===== config.mk =====
export PLATFORM = sky130hd
export DESIGN_NAME = fir_coef_sched
export DESIGN_NICKNAME = d
export VERILOG_FILES = /design/src/rtl/fir_coef_sched.sv
export SDC_FILE = /design/constraint.sdc
export NUM_CORES = 2
export LEC_CHECK = 0
export BUFFER_PORTS_ARGS = -buffer_cell sky130_fd_sc_hd__buf_2
export CORE_MARGIN = 4
export CORE_UTILIZATION = 44
export DETAILED_ROUTE_END_ITERATION = 16
export MAX_ROUTING_LAYER = met4
export SETUP_SLACK_MARGIN = 0.02
export SLEW_MARGIN = 20
export SYNTH_ARGS = -nofsm -noshare
export SYNTH_HDL_FRONTEND = slang
export SYNTH_SLANG_ARGS = --single-unit

===== constraint.sdc =====
create_clock -name clk -period 4.9 [get_ports clk]
set_input_delay 0.735 -clock clk [delete_from_list [all_inputs] [get_ports clk]]
set_output_delay 0.735 -clock clk [all_outputs]
set_load 0.01 [all_outputs]

===== src/rtl/fir_coef_sched.sv =====
// Coefficient-bank controller for FIR_NORM: streams a coefficient set into a
// shadow bank, then copies it to the active bank on a sample boundary so the
// filter only ever sees a complete set.
module fir_coef_sched #(
    parameter int unsigned TAPS = 64,
    parameter int unsigned CW   = 16
) (
    input  logic                 clk,
    input  logic                 rst,
    input  logic                 load_start,
    input  logic                 cin_valid,
    output logic                 cin_ready,
    input  logic [CW-1:0]        cin_data,
    input  logic                 commit,
    input  logic                 sample_en,
    output logic [TAPS*CW-1:0]   coefs,
    output logic                 busy,
    output logic                 armed,
    output logic                 swap_done,
    output logic                 err_short
);

    localparam int unsigned IW = $clog2(TAPS + 1);
    localparam int unsigned AW = $clog2(TAPS);

    typedef enum logic [1:0] {
        S_IDLE  = 2'd0,
        S_LOAD  = 2'd1,
        S_FULL  = 2'd2,
        S_ARMED = 2'd3
    } state_t;

    state_t              state_q, state_d;
    logic [IW-1:0]       idx_q, idx_d;
    logic                err_short_q, err_short_d;
    logic                cin_ready_q;
    logic                busy_q;
    logic                armed_q;
    logic                swap_done_q;
    logic                wr_en;
    logic                swap;
    logic [AW-1:0]       wr_addr;
    logic [CW-1:0]       shadow_q [TAPS];
    logic [TAPS*CW-1:0]  coefs_q;

    assign wr_addr = idx_q[AW-1:0];

    // Next-state, index and strobe decode; load_start always outranks commit.
    // A word offered alongside load_start or commit in LOAD is not written.
    always_comb begin
        state_d     = state_q;
        idx_d       = idx_q;
        err_short_d = err_short_q;
        wr_en       = 1'b0;
        swap        = 1'b0;
        case (state_q)
            S_IDLE: begin
                if (load_start) begin
                    state_d     = S_LOAD;
                    idx_d       = '0;
                    err_short_d = 1'b0;
                end
            end
            S_LOAD: begin
                if (load_start) begin
                    idx_d = '0;
                end else if (commit) begin
                    state_d     = S_IDLE;
                    idx_d       = '0;
                    err_short_d = 1'b1;
                end else if (cin_valid && cin_ready_q) begin
                    wr_en = 1'b1;
                    if (idx_q == IW'(TAPS - 1)) begin
                        state_d = S_FULL;
                        idx_d   = IW'(TAPS);
                    end else begin
                        idx_d = idx_q + IW'(1);
                    end
                end
            end
            S_FULL: begin
                if (load_start) begin
                    state_d = S_LOAD;
                    idx_d   = '0;
                end else if (commit) begin
                    state_d = S_ARMED;
                end
            end
            S_ARMED: begin
                if (sample_en) begin
                    swap = 1'b1;
                    if (load_start) begin
                        state_d = S_LOAD;
                        idx_d   = '0;
                    end else begin
                        state_d = S_IDLE;
                    end
                end else if (load_start) begin
                    state_d = S_LOAD;
                    idx_d   = '0;
                end
            end
            default: begin
                state_d = S_IDLE;
                idx_d   = '0;
            end
        endcase
    end

    // Control state and registered status outputs, derived from next state.
    always_ff @(posedge clk) begin
        if (rst) begin
            state_q     <= S_IDLE;
            idx_q       <= '0;
            err_short_q <= 1'b0;
            cin_ready_q <= 1'b0;
            busy_q      <= 1'b0;
            armed_q     <= 1'b0;
            swap_done_q <= 1'b0;
        end else begin
            state_q     <= state_d;
            idx_q       <= idx_d;
            err_short_q <= err_short_d;
            cin_ready_q <= (state_d == S_LOAD);
            busy_q      <= (state_d != S_IDLE);
            armed_q     <= (state_d == S_ARMED);
            swap_done_q <= swap;
        end
    end

    // Shadow bank: one word per accepted handshake, held until overwritten.
    always_ff @(posedge clk) begin
        if (rst) begin
            for (int k = 0; k < int'(TAPS); k++) begin
                shadow_q[k] <= '0;
            end
        end else if (wr_en) begin
            shadow_q[wr_addr] <= cin_data;
        end
    end

    // Active bank: all taps replaced on the same edge as the swap.
    always_ff @(posedge clk) begin
        if (rst) begin
            coefs_q <= '0;
        end else if (swap) begin
            for (int k = 0; k < int'(TAPS); k++) begin
                coefs_q[k*CW +: CW] <= shadow_q[k];
            end
        end
    end

    assign cin_ready = cin_ready_q;
    assign busy      = busy_q;
    assign armed     = armed_q;
    assign swap_done = swap_done_q;
    assign err_short = err_short_q;
    assign coefs     = coefs_q;

endmodule


Yosys cells after proc, flatten, opt, wreduce, memory -nomap -nowiden
Memories as Yosys holds them, arrays and structs flattened. A register that Yosys moved wholly into a read port is not among the register bits.
Index checks and enable logic that the tools add are counted.
{"block": "classes", "add_sub_neg": 1, "n_mul": 0, "div_mod_pow": 0, "order_cmp": 0, "eq_ne": 11, "n_shift": 0, "muxes": 34, "bitwise": 0, "reduce_logical": 8}
{"op": "two-way mux 7 bit", "count": 5}
{"op": "two-way mux 1 bit", "count": 16}
{"op": "two-way mux 16 bit", "count": 1}
{"op": "two-way mux 2 bit", "count": 8}
{"op": "OR reduction 16 bit", "count": 1}
{"op": "one-hot mux 7 bit (2 select lines)", "count": 1}
{"op": "one-hot mux 2 bit (4 select lines)", "count": 1}
{"op": "adder 7 x 1 -> 7 bit (second input constant)", "count": 1}
{"op": "equality test 7 x 6 -> 1 bit (second input constant)", "count": 1}
{"op": "equality test 2 bit (second input constant)", "count": 3}
{"op": "two-way mux 6 bit", "count": 1}
{"op": "!= test 2 bit (second input constant)", "count": 3}
{"op": "equality test 2 x 1 -> 1 bit (second input constant)", "count": 2}
{"op": "!= test 4 bit (second input constant)", "count": 1}
{"op": "AND reduction 4 bit", "count": 1}
{"op": "nonzero test 2 bit", "count": 2}
{"op": "OR reduction 3 bit", "count": 1}
{"op": "logical NOT 2 bit", "count": 1}
{"op": "!= test 2 x 1 -> 1 bit (second input constant)", "count": 1}
{"op": "one-hot mux 1 bit (2 select lines)", "count": 1}
{"op": "AND reduction 2 bit", "count": 1}
{"op": "logical AND 1 bit", "count": 1}
{"block": "word_totals", "reg_bits": 14, "latchBits": 0, "ramBits": 1024, "romBits": 0, "out_inout_bits": 1029, "elab_cells": 62, "mem_count": 1}
{"memory": "shadow_q", "depth": 64, "word_bits": 16, "read_ports": 64, "rd_clocked_by_memory_dff": 64, "write_ports": 64, "line_no": "43", "rtl": "logic [CW-1:0] shadow_q [TAPS];"}

Logic depth before layout (Yosys ltp)
{"block": "depth", "depth_word": 10, "mapped_depth": 8, "depth_no_buf": 5}

Least setup slack after synthesis
No wires, ideal clock.
{"block": "synth_timing", "path_kind": "in2reg", "from": "input port commit", "to": "memory shadow_q[43][0] (enable)", "arrival_ns": 2.457, "path_slack_ns": 2.071, "path_stages": 6, "n_path_buf": 2, "path_cell_list": "or3b_1 buf_2 or4_1 buf_6 nor2_4 or2_1"}
{"element": "start: declaration", "line_no": "14", "rtl": "input logic commit,"}
{"element": "end: declaration", "line_no": "43"}

==> results.cfg <==
[outcome]
status = finished clean

[clock_tree]
cts.sinks = 2062
numCtsBuffers = 209
path_clk_slew_ns = 0.06
root_buffer = clkbuf_16
cts_buffer_depth = 3
cts_tree = built
postCtsHoldBufs = 0
cts_resized = 0
clock_latency_ns = 0.87
htree_levels = 4
cts_setup_buffers = 0

[setup_path]
cp_max_fo = 17
crit_buf_inv = 0
path_class = reg -> reg
path_cells = nor3b_2 > nand4b_1 > nor2_1 > or2_2
start_kind = flop
path_delay_family = simple AND/OR/NAND/NOR gates
endpoint_kind = flop
worst_path_max_delay_cell = nor2_1
arrival_ns = 3.96
reg2reg_slack_ns = 1.45
max_stage_delay_ns = 0.88
worstPathRequired_ns = 5.40

[cells_and_area]
fillers = 15000
layout.cells.non_filler = 10100
fin_nets = 7760
syn_to_final_growth_pct = 18.7
layout-drive-gt1-share = 0.193

[timing]
finalHoldViolCount = 0
slew_headroom = 0.153
finalSetupViolCount = 0
rsz0062_at_grt = no
finalClockSkew_ns = 0.0499
report.final.slew_viol_count = 0
max_freq_ghz = 0.290
hold_ws_ns = 0.253
period_share = 0.705
fin_setup_tns_ns = 0
tightest_slew_ns = 1.27
period_minus_slack_ns = 3.45

[yosys]
ys_top_cells_by_area = edfxtp_1 41%, dfxtp_1 28%, nand2_1 10%
synth.top_cell.area_share = 0.415
async_flop_share = 0
yosys.area.top_type = edfxtp_1
synth-seq-area-share = 0.695
synth-seq-cells = 2062
avgSynthCellArea_um2 = 10.7
syn-num-nets = 6940
synthFlopType = dfxtp_1
synth_cell_type_count = 46
syn_area_um2 = 74200
synth.yosys.warnings = 0
synth-edff-count = 1024
synthCells = 6917

[global_route]
grtUsageTotal = 0.270
grt_pass1_vias = 49300
grt_max_degree = 186
antenna_found_initial = 22
grt_overflow_total = 0
grt_pass1_wl_um = 336000

[worst_hold_path]
hp-class = in -> reg

[detailed_routing]
drt_pre_antenna_iters = 5
vias_per_cell = 5.15
routedWlPerCell_um = 23.5
top_layer = met4
drt-initial-drc-count = 4410
routed_wl_um = 238000
vias = 52200
route.met3.wl_um = 14800
ant_nets = 0
route.detailed.drc = 0
wl_met1_um = 93700
wl_met2_um = 117000

[power_and_ir_drop]
leakagePower_nw = 33.6
power.density_nw_per_um2 = 400
ir_drop_v = 0.000352
finalPower_w = 0.0352

[die]
ios = 1051
die_y_um = 419
initial_utilization = 0.443
dieArea_um2 = 175000
die_w_um = 419
num_rows = 150
core_area_um2 = 167000

[place]
gp_congestion = 0.846
dpl.cell_count = 9729
portBuffers = 1050
hpwlAfterDp_um = 150000

[job]
cap_violations = 0
through the flow:
stage          utilization  setup WS, ns  cell area, um2
6_report             0.526          1.45           88100
5_1_grt              0.526          1.19           88100
4_1_cts              0.526          1.42           88000
3_5_place_dp         0.485         0.934           81100
3_3_place_gp         0.485          1.06           81100
2_1_floorplan            -          2.07           74200
final cells by class:
class / count / area [um2] / share of cell area
diodes: 10 / 25.0 / 0.000284
clock buffers: 309 / 5920 / 0.0673
clock inverters: 88 / 998 / 0.0113
inverters: 5 / 18.8 / 0.000213
multi-input cells: 4316 / 20600 / 0.233
flip-flops and latches: 2062 / 51500 / 0.585
well taps: 2204 / 2760 / 0.0313
repair buffers: 1143 / 6260 / 0.0711
layer usage:
metal | up-vias | global-route usage
li1 | 24400 | -
met1 | 25600 | 0.322
met2 | 1790 | 0.445
met3 | 449 | 0.0466
met4 | 0 | 0.131
met5 | - | -
sequential cells by signal, summed over array words and instances, names as in the netlist:
signal	flops
coefs	1024
shadow_q	1024
idx_q	7
state_q	2
armed	1
busy	1
cin_ready	1
err_short	1
swap_done	1
where the power goes:
part           total (W)  switching [W]  internal (W)
Clock             0.0160        0.00679       0.00919
Combinational   0.000712       0.000637     0.0000755
Sequential        0.0185       0.000124        0.0184
Total             0.0352        0.00755        0.0277
path summary, 6_finish.rpt:
check        startpoint          endpoint  cells after the start
min reg2reg  coefs[254]        coefs[254]                      2
max          state_q[0]  shadow_q[14][13]                      4
max reg2reg  state_q[0]  shadow_q[14][13]                      4
min          load_start         cin_ready                      2
cells in the final DEF (no fill, tap or decap), drive strengths merged, types with 15 or more instances in the layout:
master | netlist | routed
nor2 | 70 | 70
bufinv | 0 | 15
buf | 61 | 1143
dfxtp | 1038 | 1038
edfxtp | 1024 | 1024
clkinv | 0 | 60
a21oi | 1029 | 1029
or2 | 65 | 65
and2 | 1025 | 1025
nand2 | 2061 | 2061
clkbuf | 473 | 309
cells by family (layout without fill, tap and decap cells):
group,count (synthesis),after routing,share of synthesized area
and+or+nand+nor,3262,3262,0.205
DFF,2062,2062,0.695
AOI/OAI and AO/OA,1052,1052,0.0715
buffers and inverters,539,1545,0.0284
adders and majority gates,1,1,0.000169
muxes,1,1,0.000135
other,0,10,0
worst reg2reg max path: stages, from the launching register on:
cell and delay, ns:
dfxtp_1 0.52, nor3b_2 0.52, nand4b_1 0.73, nor2_1 0.89, or2_2 0.48
synth_stat cells (all sizes together), types with 4 or more instances:
master / instances
buf: 61
a21oi: 1029
clkbuf: 473
or2: 65
nor2b: 7
nand3: 7
nor2: 70
nand2: 2061
edfxtp: 1024
a31oi: 6
o21ai: 7
or3: 4
and2: 1025
inv: 5
dfxtp: 1038
and3: 4
Note: power is estimated with default switching activity, not from simulation.
